[config.mk]
export PLATFORM = sky130hd
export DESIGN_NAME = accel_axi2apb_bridge_gen2
export DESIGN_NICKNAME = d
export VERILOG_FILES = /design/src/rtl/accel_axi2apb_bridge_gen2.sv
export SDC_FILE = /design/constraint.sdc
export NUM_CORES = 1
export LEC_CHECK = 0
export ABC_AREA = 1
export CAP_MARGIN = 0
export CORE_MARGIN = 5
export CORE_UTILIZATION = 49
export CTS_CLUSTER_SIZE = 14
export DETAILED_ROUTE_END_ITERATION = 8
export PLACE_DENSITY = 0.87
export SETUP_SLACK_MARGIN = 0.02
export SLEW_MARGIN = 20
export SYNTH_ARGS = -nofsm -noshare
export SYNTH_HDL_FRONTEND = slang
export SYNTH_SLANG_ARGS = --single-unit
[constraint.sdc]
create_clock -name i_clk -period 4.4 [get_ports i_clk]
set_input_delay 0.88 -clock i_clk [delete_from_list [all_inputs] [get_ports i_clk]]
set_output_delay 0.88 -clock i_clk [all_outputs]
set_load 0.01 [all_outputs]
[src/rtl/accel_axi2apb_bridge_gen2.sv]
// Request-beat to APB3/APB4 bridge. Each beat becomes one or two 32-bit APB transfers
// to a base/mask-decoded slave, with a per-transfer pready watchdog.
module accel_axi2apb_bridge_gen2 #(
    parameter int                        NSLV      = 4,
    parameter int                        ADDR_BITS = 48,
    parameter logic [NSLV*ADDR_BITS-1:0] SLV_BASE  = '0,
    parameter logic [NSLV*ADDR_BITS-1:0] SLV_MASK  = '0,
    parameter int                        TIMEOUT   = 255,
    parameter logic [2:0]                PPROT     = 3'b000
) (
    input  logic                   i_clk,
    input  logic                   i_nrst,
    input  logic                   i_req_valid,
    input  logic [ADDR_BITS-1:0]   i_req_addr,
    input  logic [7:0]             i_req_size,
    input  logic                   i_req_write,
    input  logic [63:0]            i_req_wdata,
    input  logic [7:0]             i_req_wstrb,
    input  logic                   i_req_last,
    output logic                   o_req_ready,
    output logic                   o_resp_valid,
    output logic [63:0]            o_resp_rdata,
    output logic                   o_resp_err,
    output logic [NSLV-1:0]        o_psel,
    output logic                   o_penable,
    output logic [31:0]            o_paddr,
    output logic                   o_pwrite,
    output logic [31:0]            o_pwdata,
    output logic [3:0]             o_pstrb,
    output logic [2:0]             o_pprot,
    input  logic [NSLV*32-1:0]     i_prdata,
    input  logic [NSLV-1:0]        i_pready,
    input  logic [NSLV-1:0]        i_pslverr,
    output logic                   o_timeout
);

    typedef enum logic [1:0] {IDLE, SETUP, ACCESS, RESP} state_t;

    localparam logic [31:0] TO_LAST = 32'(TIMEOUT - 1);

    state_t          state;
    logic [NSLV-1:0] hit_sel;
    logic            hit;
    logic [7:0]      eff_size;
    logic            two_beat;
    logic            sel_ready;
    logic            sel_err;
    logic [31:0]     sel_rdata;
    logic            second_left;
    logic            single_beat;
    logic [31:0]     wdata_hi;
    logic [3:0]      wstrb_hi;
    logic [31:0]     to_cnt;
    logic            unused_last;

    // Burst position carries no meaning here: every beat is handled on its own.
    assign unused_last = i_req_last;

    // Handshake: a beat transfers on a cycle where i_req_valid && o_req_ready; ready is
    // high only in IDLE. The response is a one-cycle o_resp_valid pulse with no ready.
    assign o_req_ready = (state == IDLE);
    assign o_pprot     = PPROT;

    // Descending scan so the lowest-indexed matching slave is the one left selected.
    always_comb begin
        hit_sel = '0;
        hit     = 1'b0;
        for (int i = NSLV - 1; i >= 0; i--) begin
            if ((i_req_addr & SLV_MASK[i*ADDR_BITS +: ADDR_BITS]) == SLV_BASE[i*ADDR_BITS +: ADDR_BITS]) begin
                hit_sel    = '0;
                hit_sel[i] = 1'b1;
                hit        = 1'b1;
            end
        end
    end

    always_comb begin
        eff_size = (i_req_size == 8'd0 || i_req_size > 8'd8) ? 8'd8 : i_req_size;
        two_beat = (eff_size > 8'd4) && !i_req_addr[2];
    end

    // Only the slave currently selected may complete or fail the transfer.
    always_comb begin
        sel_ready = 1'b0;
        sel_err   = 1'b0;
        sel_rdata = '0;
        for (int i = 0; i < NSLV; i++) begin
            if (o_psel[i]) begin
                sel_ready = i_pready[i];
                sel_err   = i_pslverr[i];
                sel_rdata = i_prdata[i*32 +: 32];
            end
        end
    end

    always_ff @(posedge i_clk or negedge i_nrst) begin
        if (!i_nrst) begin
            state        <= IDLE;
            o_psel       <= '0;
            o_penable    <= 1'b0;
            o_paddr      <= '0;
            o_pwrite     <= 1'b0;
            o_pwdata     <= '0;
            o_pstrb      <= '0;
            o_resp_valid <= 1'b0;
            o_resp_rdata <= '0;
            o_resp_err   <= 1'b0;
            o_timeout    <= 1'b0;
            to_cnt       <= '0;
            second_left  <= 1'b0;
            single_beat  <= 1'b0;
            wdata_hi     <= '0;
            wstrb_hi     <= '0;
        end else begin
            o_resp_valid <= 1'b0;
            o_timeout    <= 1'b0;
            case (state)
                IDLE: begin
                    if (i_req_valid) begin
                        o_resp_err   <= 1'b0;
                        o_resp_rdata <= '0;
                        o_paddr      <= {i_req_addr[31:2], 2'b00};
                        o_pwrite     <= i_req_write;
                        wdata_hi     <= i_req_wdata[63:32];
                        wstrb_hi     <= i_req_wstrb[7:4];
                        second_left  <= two_beat;
                        single_beat  <= !two_beat;
                        if (i_req_addr[2]) begin
                            o_pwdata <= i_req_wdata[63:32];
                            o_pstrb  <= i_req_wstrb[7:4];
                        end else begin
                            o_pwdata <= i_req_wdata[31:0];
                            o_pstrb  <= i_req_wstrb[3:0];
                        end
                        if (hit) begin
                            o_psel <= hit_sel;
                            state  <= SETUP;
                        end else begin
                            o_resp_err   <= 1'b1;
                            o_resp_rdata <= '1;
                            o_resp_valid <= 1'b1;
                            state        <= RESP;
                        end
                    end
                end
                SETUP: begin
                    o_penable <= 1'b1;
                    to_cnt    <= '0;
                    state     <= ACCESS;
                end
                ACCESS: begin
                    if (sel_ready) begin
                        if (single_beat) begin
                            o_resp_rdata <= {sel_rdata, sel_rdata};
                        end else if (o_paddr[2]) begin
                            o_resp_rdata[63:32] <= sel_rdata;
                        end else begin
                            o_resp_rdata[31:0] <= sel_rdata;
                        end
                        if (sel_err || !second_left) begin
                            o_resp_err   <= o_resp_err | sel_err;
                            second_left  <= 1'b0;
                            o_psel       <= '0;
                            o_penable    <= 1'b0;
                            o_resp_valid <= 1'b1;
                            state        <= RESP;
                        end else begin
                            second_left <= 1'b0;
                            o_paddr     <= o_paddr + 32'd4;
                            o_pwdata    <= wdata_hi;
                            o_pstrb     <= wstrb_hi;
                            o_penable   <= 1'b0;
                            state       <= SETUP;
                        end
                    end else begin
                        to_cnt <= to_cnt + 32'd1;
                        // The check uses the pre-increment count, so abort lands on ACCESS cycle TIMEOUT.
                        if ((TIMEOUT != 0) && (to_cnt == TO_LAST)) begin
                            o_psel       <= '0;
                            o_penable    <= 1'b0;
                            o_resp_err   <= 1'b1;
                            o_resp_rdata <= '1;
                            o_timeout    <= 1'b1;
                            o_resp_valid <= 1'b1;
                            state        <= RESP;
                        end
                    end
                end
                RESP: begin
                    state <= IDLE;
                end
                default: begin
                    state <= IDLE;
                end
            endcase
        end
    end

endmodule

==> results.sh, run 1 <==
export IMPL_relSlewSlack_pct=28.9
export IMPL_synth_edf_count=0
export IMPL_rsz0062_at_grt="false"
export IMPL_synth_most_common_cell="nand2_1"
export IMPL_finalSetupViolations=0
export IMPL_area_growth_pct=33.3
export IMPL_fin_crit_ps=2670
export IMPL_clk_pin_slew_worst_paths_ps=60
export IMPL_fin_skew_ps=8.58
export IMPL_seq_area_frac_synth_pct=46.8
export IMPL_diodes=0
export IMPL_cp_depth=2
export IMPL_required_ps=3520
export IMPL_nets=2048
export IMPL_yosys_area_share_adder_pct=0.338
export IMPL_cts_buffers=24
export IMPL_fp_coreArea_sq_mm=0.0225
export IMPL_async_flop_share_pct=100
export IMPL_drt_vias_per_instance=5.43
export IMPL_cp_arrival_ps=1790
export IMPL_crit_type="reg2out"
export IMPL_post_cts_buffers=0
export IMPL_yosys_top_cells_area="dfrtp_1 47%, nand2_1 19%, o21ai_0 7.2%, nand4_1 4.6%, nor2_1 4.5%"
export IMPL_synth_warnings=0
export IMPL_drtIter0Drc=970
export IMPL_synthesis_area_sq_mm=0.0111
export IMPL_dp_hpwl_mm=23.5
export IMPL_grt_pass1_vias=10924
export IMPL_pre_cts_ws_ps=1270
export IMPL_overflow=0
export IMPL_io_pins=414
export IMPL_status="finished clean"
export IMPL_clock_root_buffer="clkbuf_16"
export IMPL_synthTopCellsByCount="567 x nand2_1, 208 x dfrtp_1, 159 x o21ai_0"
export IMPL_worst_slack_ps=1730
export IMPL_first_pass_iters=8
export IMPL_synth_area_mux_share_pct=0.101
export IMPL_max_freq_mhz=375
export IMPL_drv_cap=0
export IMPL_multi_input_area_sq_mm=0.00508
export IMPL_htree_levels=1
export IMPL_initial_core_util_pct=49.4
export IMPL_drc=0
export IMPL_row_count=55
export IMPL_fin_crit_sh_pct=60.6
export IMPL_clkLatencyLatePin_ps=520
export IMPL_critPathMaxStageDelay_ps=590
export IMPL_sw_frac_of_total_pct=41.3
export IMPL_cp_start_kind="flop"
export IMPL_hp_class="in2async"
export IMPL_gp_congestion=0.966
export IMPL_synthCells=1532
export IMPL_yosys_area_top_type_share_pct=46.8
export IMPL_die_area_sq_mm=0.0258
export IMPL_ctsResizeCount=0
export IMPL_grt_pass1_wl_mm=54.7
export IMPL_cts_sinks=208
export IMPL_crit_slowest_cell="clkdlybuf4s50_1"
export IMPL_antenna_found_initial=0
export IMPL_crit_fanout=3
export IMPL_worst_pin_slew_ps=1070
export IMPL_grt_start_max_net_pins=120
export IMPL_synthDistinctLibCells=40
export IMPL_grt_usage_pct=25.2
export IMPL_wl_per_cell_um=16.3
export IMPL_clockBufferDepth=3
export IMPL_final_core_util_pct=65.9
export IMPL_netSwitchingPower_mw=4.01
export IMPL_synthFlopType="dfrtp_1"
export IMPL_critPathBufInv=1
export IMPL_syn_avg_cell_area_sq_um=7.26
export IMPL_synth_seq_cells=208
export IMPL_path_delay_family="buffers and inverters"
export IMPL_cts_tree="yes"
export IMPL_drive_above_1_share_pct=4.57
export IMPL_p_int_mw=5.70
export IMPL_die_height_um=161
export IMPL_path_cells="nor2_1 -> clkdlybuf4s50_1"
export IMPL_seqPwrFrac_pct=33.7
export IMPL_synthSimpleGateAreaFrac_pct=33.6
export IMPL_seqCellArea_sq_mm=0.00520
export IMPL_wl_mm=33.8
export IMPL_setup_tns_ps=0
export IMPL_synth_compound_area_share_pct=10.3
export IMPL_die_x_um=161
export IMPL_fill_cells=1858
export IMPL_leakage_nw=6.91
export IMPL_vias=11279
export IMPL_finalHoldViolCount=0
export IMPL_drtAntennaViolNets=0
export IMPL_netlist_top_cell_by_area="dfrtp_1"
export IMPL_worst_r2r_path_depth=10
export IMPL_place_port_buffers=284
export IMPL_synth_xor_area_share_pct=0.945
export IMPL_endpoint_kind="output port"
export IMPL_p_per_area_mw_per_mm2=655
export IMPL_pwr_share_comb_pct=46.3
export IMPL_synth_top_family_by_area="simple AND/OR/NAND/NOR gates"
export IMPL_maxSlewViolCount=0
export IMPL_cts_hold_buf=0
export IMPL_clkPwrFrac_pct=20.0
export IMPL_vdd_ir_drop_max_v=0.000437
cell usage in the layout, fill, tap and decap left out, drive strengths merged, types with 9 or more instances in the layout:
master	instances
xor2	9
clkinv	9
a21oi	10
inv	109
o21ai	193
nand3	61
nor3	26
nand4	82
clkdlybuf4s50	282
nand2	571
clkbuf	31
nor2	137
dfrtp	208
buf	19
kinds of logic (layout without fill, tap and decap cells):
kind of cell             count (synthesis)  after routing
flip-flops                             208            208
multiplexers                             1              1
AO/OA/AOI/OAI                          221            221
XOR/XNOR                                12             12
buffers and inverters                  200            454
other                                    1              8
adder cells (fa/ha/maj)                  3              3
AND/OR/NAND/NOR                        886            886
final cells by class:
type,count,area share (%)
Timing Repair Buffer,302,20.2
Clock inverter,13,0.760
Tap cell,285,2.41
Clock buffer,30,4.47
Inverter,109,2.76
Multi-Input combinational cell,1131,34.3
Sequential cell,208,35.1
power by group through the flow:
stage          Sequential (mW)  Clock [mW]  Combinational (mW)
6_report                  3.27        1.94                4.50
5_1_grt                   3.36        2.07                4.97
3_3_place_gp              3.24           0                4.34
4_1_cts                   3.26        1.97                4.52
3_5_place_dp              3.27           0                4.47
2_1_floorplan             3.40           0                2.36
path summary, 6_finish.rpt:
path / from / end / slack, ps
max: state[0] / o_req_ready / 1730
min: i_nrst / state[1] / 270
max reg2reg: state[1] / o_resp_rdata[49] / 1810
min reg2reg: o_resp_rdata[13] / o_resp_rdata[13] / 470
max in group asynchronous: i_nrst / to_cnt[26] / 3080
min in group i_clk: o_resp_rdata[13] / o_resp_rdata[13] / 470
metal layers:
layer | track usage [%] | vias to the layer above | wire length (um)
li1 | - | 5444 | -
met1 | 32.3 | 5281 | 13800
met2 | 41.9 | 483 | 15900
met3 | 7.01 | 71 | 3180
met4 | 7.82 | 0 | 951
met5 | 0 | - | 0
per-stage QoR:
stage          hold slack, ps  total power, mW  cells  instance area (sq um)
6_report                  266             9.71   2078                  14800
5_1_grt                   268             10.4   2078                  14800
4_1_cts                   473             9.75   2077                  14800
3_5_place_dp              458             7.74   2034                  14000
3_3_place_gp              453             7.59   2034                  14000
2_1_floorplan             448             5.76   1539                  11100
sequential cells by signal (all words and copies together), names as in the netlist, 2 cells and up:
| signal | flops |
|---|---|
| wstrb_hi | 4 |
| o_resp_rdata | 64 |
| o_pwdata | 32 |
| wdata_hi | 32 |
| o_pstrb | 4 |
| to_cnt | 32 |
| state | 2 |
| o_paddr | 30 |
Power figures use the tool's default switching activity.
==> inputs of run 2 (changes only) <==
--- a/config.mk
+++ b/config.mk
@@ -7,11 +7,12 @@
 export LEC_CHECK = 0
 export ABC_AREA = 1
 export CAP_MARGIN = 0
+export CORE_ASPECT_RATIO = 1.25
 export CORE_MARGIN = 5
-export CORE_UTILIZATION = 49
+export CORE_UTILIZATION = 45
 export CTS_CLUSTER_SIZE = 14
 export DETAILED_ROUTE_END_ITERATION = 8
-export PLACE_DENSITY = 0.87
+export PLACE_DENSITY = 0.81
 export SETUP_SLACK_MARGIN = 0.02
 export SLEW_MARGIN = 20
 export SYNTH_ARGS = -nofsm -noshare
==> constraint.sdc (replaced) <==
create_clock -name i_clk -period 2.6 [get_ports i_clk]
set_input_delay 0.52 -clock i_clk [delete_from_list [all_inputs] [get_ports i_clk]]
set_output_delay 0.52 -clock i_clk [all_outputs]
set_load 0.01 [all_outputs]
==> run 2 against run 1 <==
Via count about the same; largest cell class unchanged; worst setup slack worse by 1400 ps; global-route usage down 0.94 points; clock skew up 0.82 ps; final area up 1.6%; non-clock buffer count up 22.
==> results.sh, run 2 (same netlist as run 1, synthesis figures left out) <==
export IMPL_first_pass_iters=7
export IMPL_overflow=0
export IMPL_hp_class="in2async"
export IMPL_path_cells="nor2_1 -> clkdlybuf4s50_1"
export IMPL_relSlewSlack_pct=53.2
export IMPL_nets=2069
export IMPL_endpoint_kind="output port"
export IMPL_cts_tree="yes"
export IMPL_cts_hold_buf=0
export IMPL_cp_arrival_ps=1790
export IMPL_clockBufferDepth=3
export IMPL_crit_slowest_cell="clkdlybuf4s50_1"
export IMPL_path_delay_family="buffers and inverters"
export IMPL_maxSlewViolCount=0
export IMPL_vdd_ir_drop_max_v=0.000518
export IMPL_die_area_sq_mm=0.0280
export IMPL_drtIter0Drc=694
export IMPL_diodes=0
export IMPL_cts_buffers=23
export IMPL_worst_hold_slack_ps=12.5
export IMPL_largest_register="o_resp_rdata"
export IMPL_clkLatencyLatePin_ps=510
export IMPL_cp_start_kind="flop"
export IMPL_fin_crit_sh_pct=88.8
export IMPL_cts_sinks=208
export IMPL_wl_per_cell_um=16.3
export IMPL_io_pins=414
export IMPL_worst_slack_ps=291
export IMPL_crit_type="reg2out"
export IMPL_die_x_um=151
export IMPL_drt_vias_per_instance=5.27
export IMPL_die_height_um=186
export IMPL_ctsResizeCount=0
export IMPL_largest_reg_flops=64
export IMPL_drive_above_1_share_pct=5.30
export IMPL_pre_cts_ws_ps=152
export IMPL_drv_cap=0
export IMPL_row_count=64
export IMPL_grt_usage_pct=24.3
export IMPL_critPathMaxStageDelay_ps=610
export IMPL_fp_coreArea_sq_mm=0.0244
export IMPL_final_common_cell="nand2_1"
export IMPL_initial_core_util_pct=45.5
export IMPL_rsz0062_at_grt="false"
export IMPL_gp_congestion=0.942
export IMPL_fin_crit_ps=2310
export IMPL_wl_mm=34.9
export IMPL_place_port_buffers=284
export IMPL_final_cell_mix="566 x nand2_1, 282 x clkdlybuf4s50_1, 208 x dfrtp_1"
export IMPL_area_growth_pct=35.4
export IMPL_antenna_found_initial=0
export IMPL_clk_pin_slew_worst_paths_ps=60
export IMPL_dp_hpwl_mm=25.4
export IMPL_finalSetupViolations=0
export IMPL_grt_pass1_vias=10872
export IMPL_grt_start_max_net_pins=92
export IMPL_p_per_area_mw_per_mm2=1110
export IMPL_critPathBufInv=1
export IMPL_htree_levels=1
export IMPL_worst_pin_slew_ps=696
export IMPL_drc=0
export IMPL_max_freq_mhz=433
export IMPL_status="finished clean"
export IMPL_final_core_util_pct=61.7
export IMPL_fin_skew_ps=9.40
export IMPL_setup_tns_ps=0
export IMPL_drtAntennaViolNets=0
export IMPL_vias=11286
export IMPL_grt_pass1_wl_mm=55.5
export IMPL_clock_root_buffer="clkbuf_16"
export IMPL_leakage_nw=7.01
export IMPL_post_cts_buffers=0
export IMPL_crit_fanout=3
export IMPL_finalHoldViolCount=0
export IMPL_required_ps=2080
## run 2: power by group
part | internal, mW | leakage (nW) | switching [mW]
Combinational | 3.44 | 4.02 | 4.55
Sequential | 4.54 | 2.64 | 0.963
Clock | 1.87 | 0.354 | 1.30
Total | 9.85 | 7.01 | 6.81
## run 2: worst register-to-register path: stages, from the launching register on
cell and delay, ps:
dfrtp_1 410, inv_1 110, ha_1 210, nand2_1 80
nor2_1 110, nand2_1 80, nor2_1 130, nand2_1 140
nand3_4 140, buf_4 390, nand4_1 190, nand2_1 110
## run 2: metal layers
metal	track usage, %	wire length, um	vias to the layer above
met5	0	0	-
met4	8.56	1290	0
met3	6.82	3280	83
met2	41.1	16800	454
met1	29.9	13600	5262
li1	-	-	5487
## run 2: worst paths after layout
path                                  startpoint                to  slack [ps]  depth (start not counted)
worst max-delay path                    state[0]       o_req_ready         290                          2
worst min-delay path                      i_nrst        to_cnt[21]          10                          1
worst max register to register         to_cnt[0]  o_resp_rdata[54]         460                         11
worst min register to register  o_resp_rdata[59]  o_resp_rdata[59]         470                          2
max in group asynchronous                 i_nrst  o_resp_rdata[55]        1860                          2
min in group i_clk              o_resp_rdata[59]  o_resp_rdata[59]         470                          2
## run 2: final cells by class
class / count / area (sq um)
clock buffers: 35 / 671
fillers: 2140 / 9360
well taps: 330 / 413
inverters: 109 / 409
multi-input cells: 1131 / 5080
flip-flops and latches: 208 / 5200
clock inverters: 5 / 56.3
repair buffers: 324 / 3230
## run 2: metrics by stage
stage	instance area, sq um	cells	power, mW
3_5_place_dp	14300	2102	13.5
6_report	15100	2142	16.7
5_1_grt	15100	2142	17.9
2_1_floorplan	11100	1539	9.75
4_1_cts	15100	2142	16.8
3_3_place_gp	14300	2102	13.2
==> inputs of run 3 (changes only) <==
--- a/config.mk
+++ b/config.mk
@@ -7,12 +7,12 @@
 export LEC_CHECK = 0
 export ABC_AREA = 1
 export CAP_MARGIN = 0
-export CORE_ASPECT_RATIO = 1.25
-export CORE_MARGIN = 5
-export CORE_UTILIZATION = 45
-export CTS_CLUSTER_SIZE = 14
+export CORE_AREA = 2 2 159 161
+export CTS_BUF_LIST = sky130_fd_sc_hd__clkbuf_4 sky130_fd_sc_hd__clkbuf_8
+export CTS_CLUSTER_SIZE = 12
 export DETAILED_ROUTE_END_ITERATION = 8
-export PLACE_DENSITY = 0.81
+export DIE_AREA = 0 0 161 163
+export PLACE_DENSITY = 0.82
 export SETUP_SLACK_MARGIN = 0.02
 export SLEW_MARGIN = 20
 export SYNTH_ARGS = -nofsm -noshare
==> run 3 against run 2 <==
Wire length fell by 4.3%; first-iteration DRC count rose by 56%; combinational power fell by 2%; sequential power barely moved; maximum frequency fell by 0.56%; total power fell by 0.79%; sequential share of layout area rose by 0.066 points; critical endpoint unchanged; clock power barely moved; via count fell by 0.22%; final cell count rose by 0.75%; worst setup slack got worse by 13 ps; global-route usage rose by 0.92 points.
==> results.sh, run 3 (same netlist as run 1, synthesis figures left out) <==
export IMPL_die_height_um=163
export IMPL_nets=2076
export IMPL_worst_pin_slew_ps=659
export IMPL_drv_cap=0
export IMPL_clock_root_buffer="clkbuf_8"
export IMPL_crit_type="reg2out"
export IMPL_fin_cells=2158
export IMPL_fin_area_sq_mm=0.0150
export IMPL_globalRoute_busiestLayer="met2"
export IMPL_clkLatencyLatePin_ps=530
export IMPL_grt_usage_pct=25.2
export IMPL_met3_usage_pct=6.42
export IMPL_leakage_nw=7.03
export IMPL_dp_hpwl_mm=23.9
export IMPL_die_area_sq_mm=0.0262
export IMPL_grt_pass1_vias=10597
export IMPL_final_cell_mix="566 x nand2_1, 282 x clkdlybuf4s50_1, 208 x dfrtp_1"
export IMPL_finalHoldViolCount=0
export IMPL_gp_congestion=0.937
export IMPL_max_freq_mhz=431
export IMPL_fp_coreArea_sq_mm=0.0247
export IMPL_overflow=0
export IMPL_grt_pass1_wl_mm=53.9
export IMPL_place_port_buffers=284
export IMPL_cp_start_kind="flop"
export IMPL_first_pass_iters=6
export IMPL_cts_tree="yes"
export IMPL_r2r_start="to_cnt[0]"
export IMPL_hp_class="in2async"
export IMPL_io_pins=414
export IMPL_largest_register="o_resp_rdata"
export IMPL_clockBufferDepth=3
export IMPL_area_growth_pct=35.2
export IMPL_relSlewSlack_pct=56.1
export IMPL_grtUsageMet2_pct=41.9
export IMPL_cts_buffers=38
export IMPL_cts_hold_buf=0
export IMPL_fin_crit_ps=2320
export IMPL_r2r_slack_ps=300
export IMPL_diodes=0
export IMPL_setup_tns_ps=0
export IMPL_initial_core_util_pct=45.1
export IMPL_htree_levels=2
export IMPL_cts_sinks=208
export IMPL_antenna_found_initial=0
export IMPL_required_ps=2080
export IMPL_row_count=58
export IMPL_final_common_cell="nand2_1"
export IMPL_grt_start_max_net_pins=77
export IMPL_endpoint_kind="output port"
export IMPL_drive_above_1_share_pct=6.51
export IMPL_cp_arrival_ps=1800
export IMPL_vdd_ir_drop_max_v=0.000558
export IMPL_vias=11261
export IMPL_rsz0062_at_grt="false"
export IMPL_fin_skew_ps=12.9
export IMPL_wl_per_cell_um=15.5
export IMPL_fin_crit_sh_pct=89.3
export IMPL_post_dp_cell_area_sq_mm=0.0143
export IMPL_r2r_end="o_psel[0]"
export IMPL_die_x_um=161
export IMPL_drt_vias_per_instance=5.22
export IMPL_worst_r2r_path_depth=12
export IMPL_maxSlewViolCount=0
export IMPL_drc=0
export IMPL_status="finished clean"
export IMPL_wl_mm=33.4
export IMPL_dpl_cell_count=2094
export IMPL_grt_use_met1_pct=32.2
export IMPL_ctsResizeCount=0
export IMPL_drtIter0Drc=1084
export IMPL_post_cts_buffers=0
export IMPL_largest_reg_flops=64
export IMPL_finalSetupViolations=0
export IMPL_crit_fanout=3
export IMPL_crit_path_start="state[0]"
export IMPL_clk_pin_slew_worst_paths_ps=60
export IMPL_power_mw=16.5
export IMPL_p_per_area_mw_per_mm2=1100
export IMPL_drtAntennaViolNets=0
-- run 3: cell types whose count changed in the layout (fill, tap and decap cells not counted), sizes merged --
cell      before  now
clkbuf        36   58
buf           41   33
clkinv         2    4
clkinvlp       1    0
inv          110  111
-- run 3: per-layer routing --
metal,wire length (um),part of all wire (%)
met5,0,0
met1,13800,41
met4,845,2.5
met2,16000,48
met3,2790,8.3
-- run 3: report_power, final --
part	total, mW	switching (mW)	internal [mW]
combinational	7.81	4.43	3.38
sequential	5.53	0.989	4.54
clock	3.19	1.36	1.83
total	16.5	6.78	9.75
-- run 3: how the worst max path moves through the flow --
stage / cells past startpoint / endpoint / slack [ps]
after floorplan: 8 / o_paddr[16] / 970
after global placement: 9 / o_pwdata[0] / 210
after detailed placement: 9 / o_pstrb[0] / 160
after CTS: 2 / o_req_ready / 250
after global routing: 12 / o_psel[0] / 90
final: 2 / o_req_ready / 280
-- run 3: critical path: stages (launching register included) --
cell             delay, ps
dfrtp_1                420
nor2_1                 260
clkdlybuf4s50_1        600
-- run 3: cell type report --
type	instances	area, sq um
clock buffer	57	703
clock inverter	7	67.6
fill	2264	9640
inverter	109	409
multi-input combinational	1131	5080
sequential	208	5200
tap	330	413
timing repair buffer	316	3160
-- run 3: metrics by stage --
stage / utilization [%] / hold slack, ps / worst slack (ps)
2_1_floorplan: - / 224 / 975
3_3_place_gp: 57.8 / 454 / 207
3_5_place_dp: 57.8 / 458 / 163
4_1_cts: 60.9 / 36.8 / 249
5_1_grt: 60.9 / 64.5 / 88.3
6_report: 60.9 / 30.9 / 278
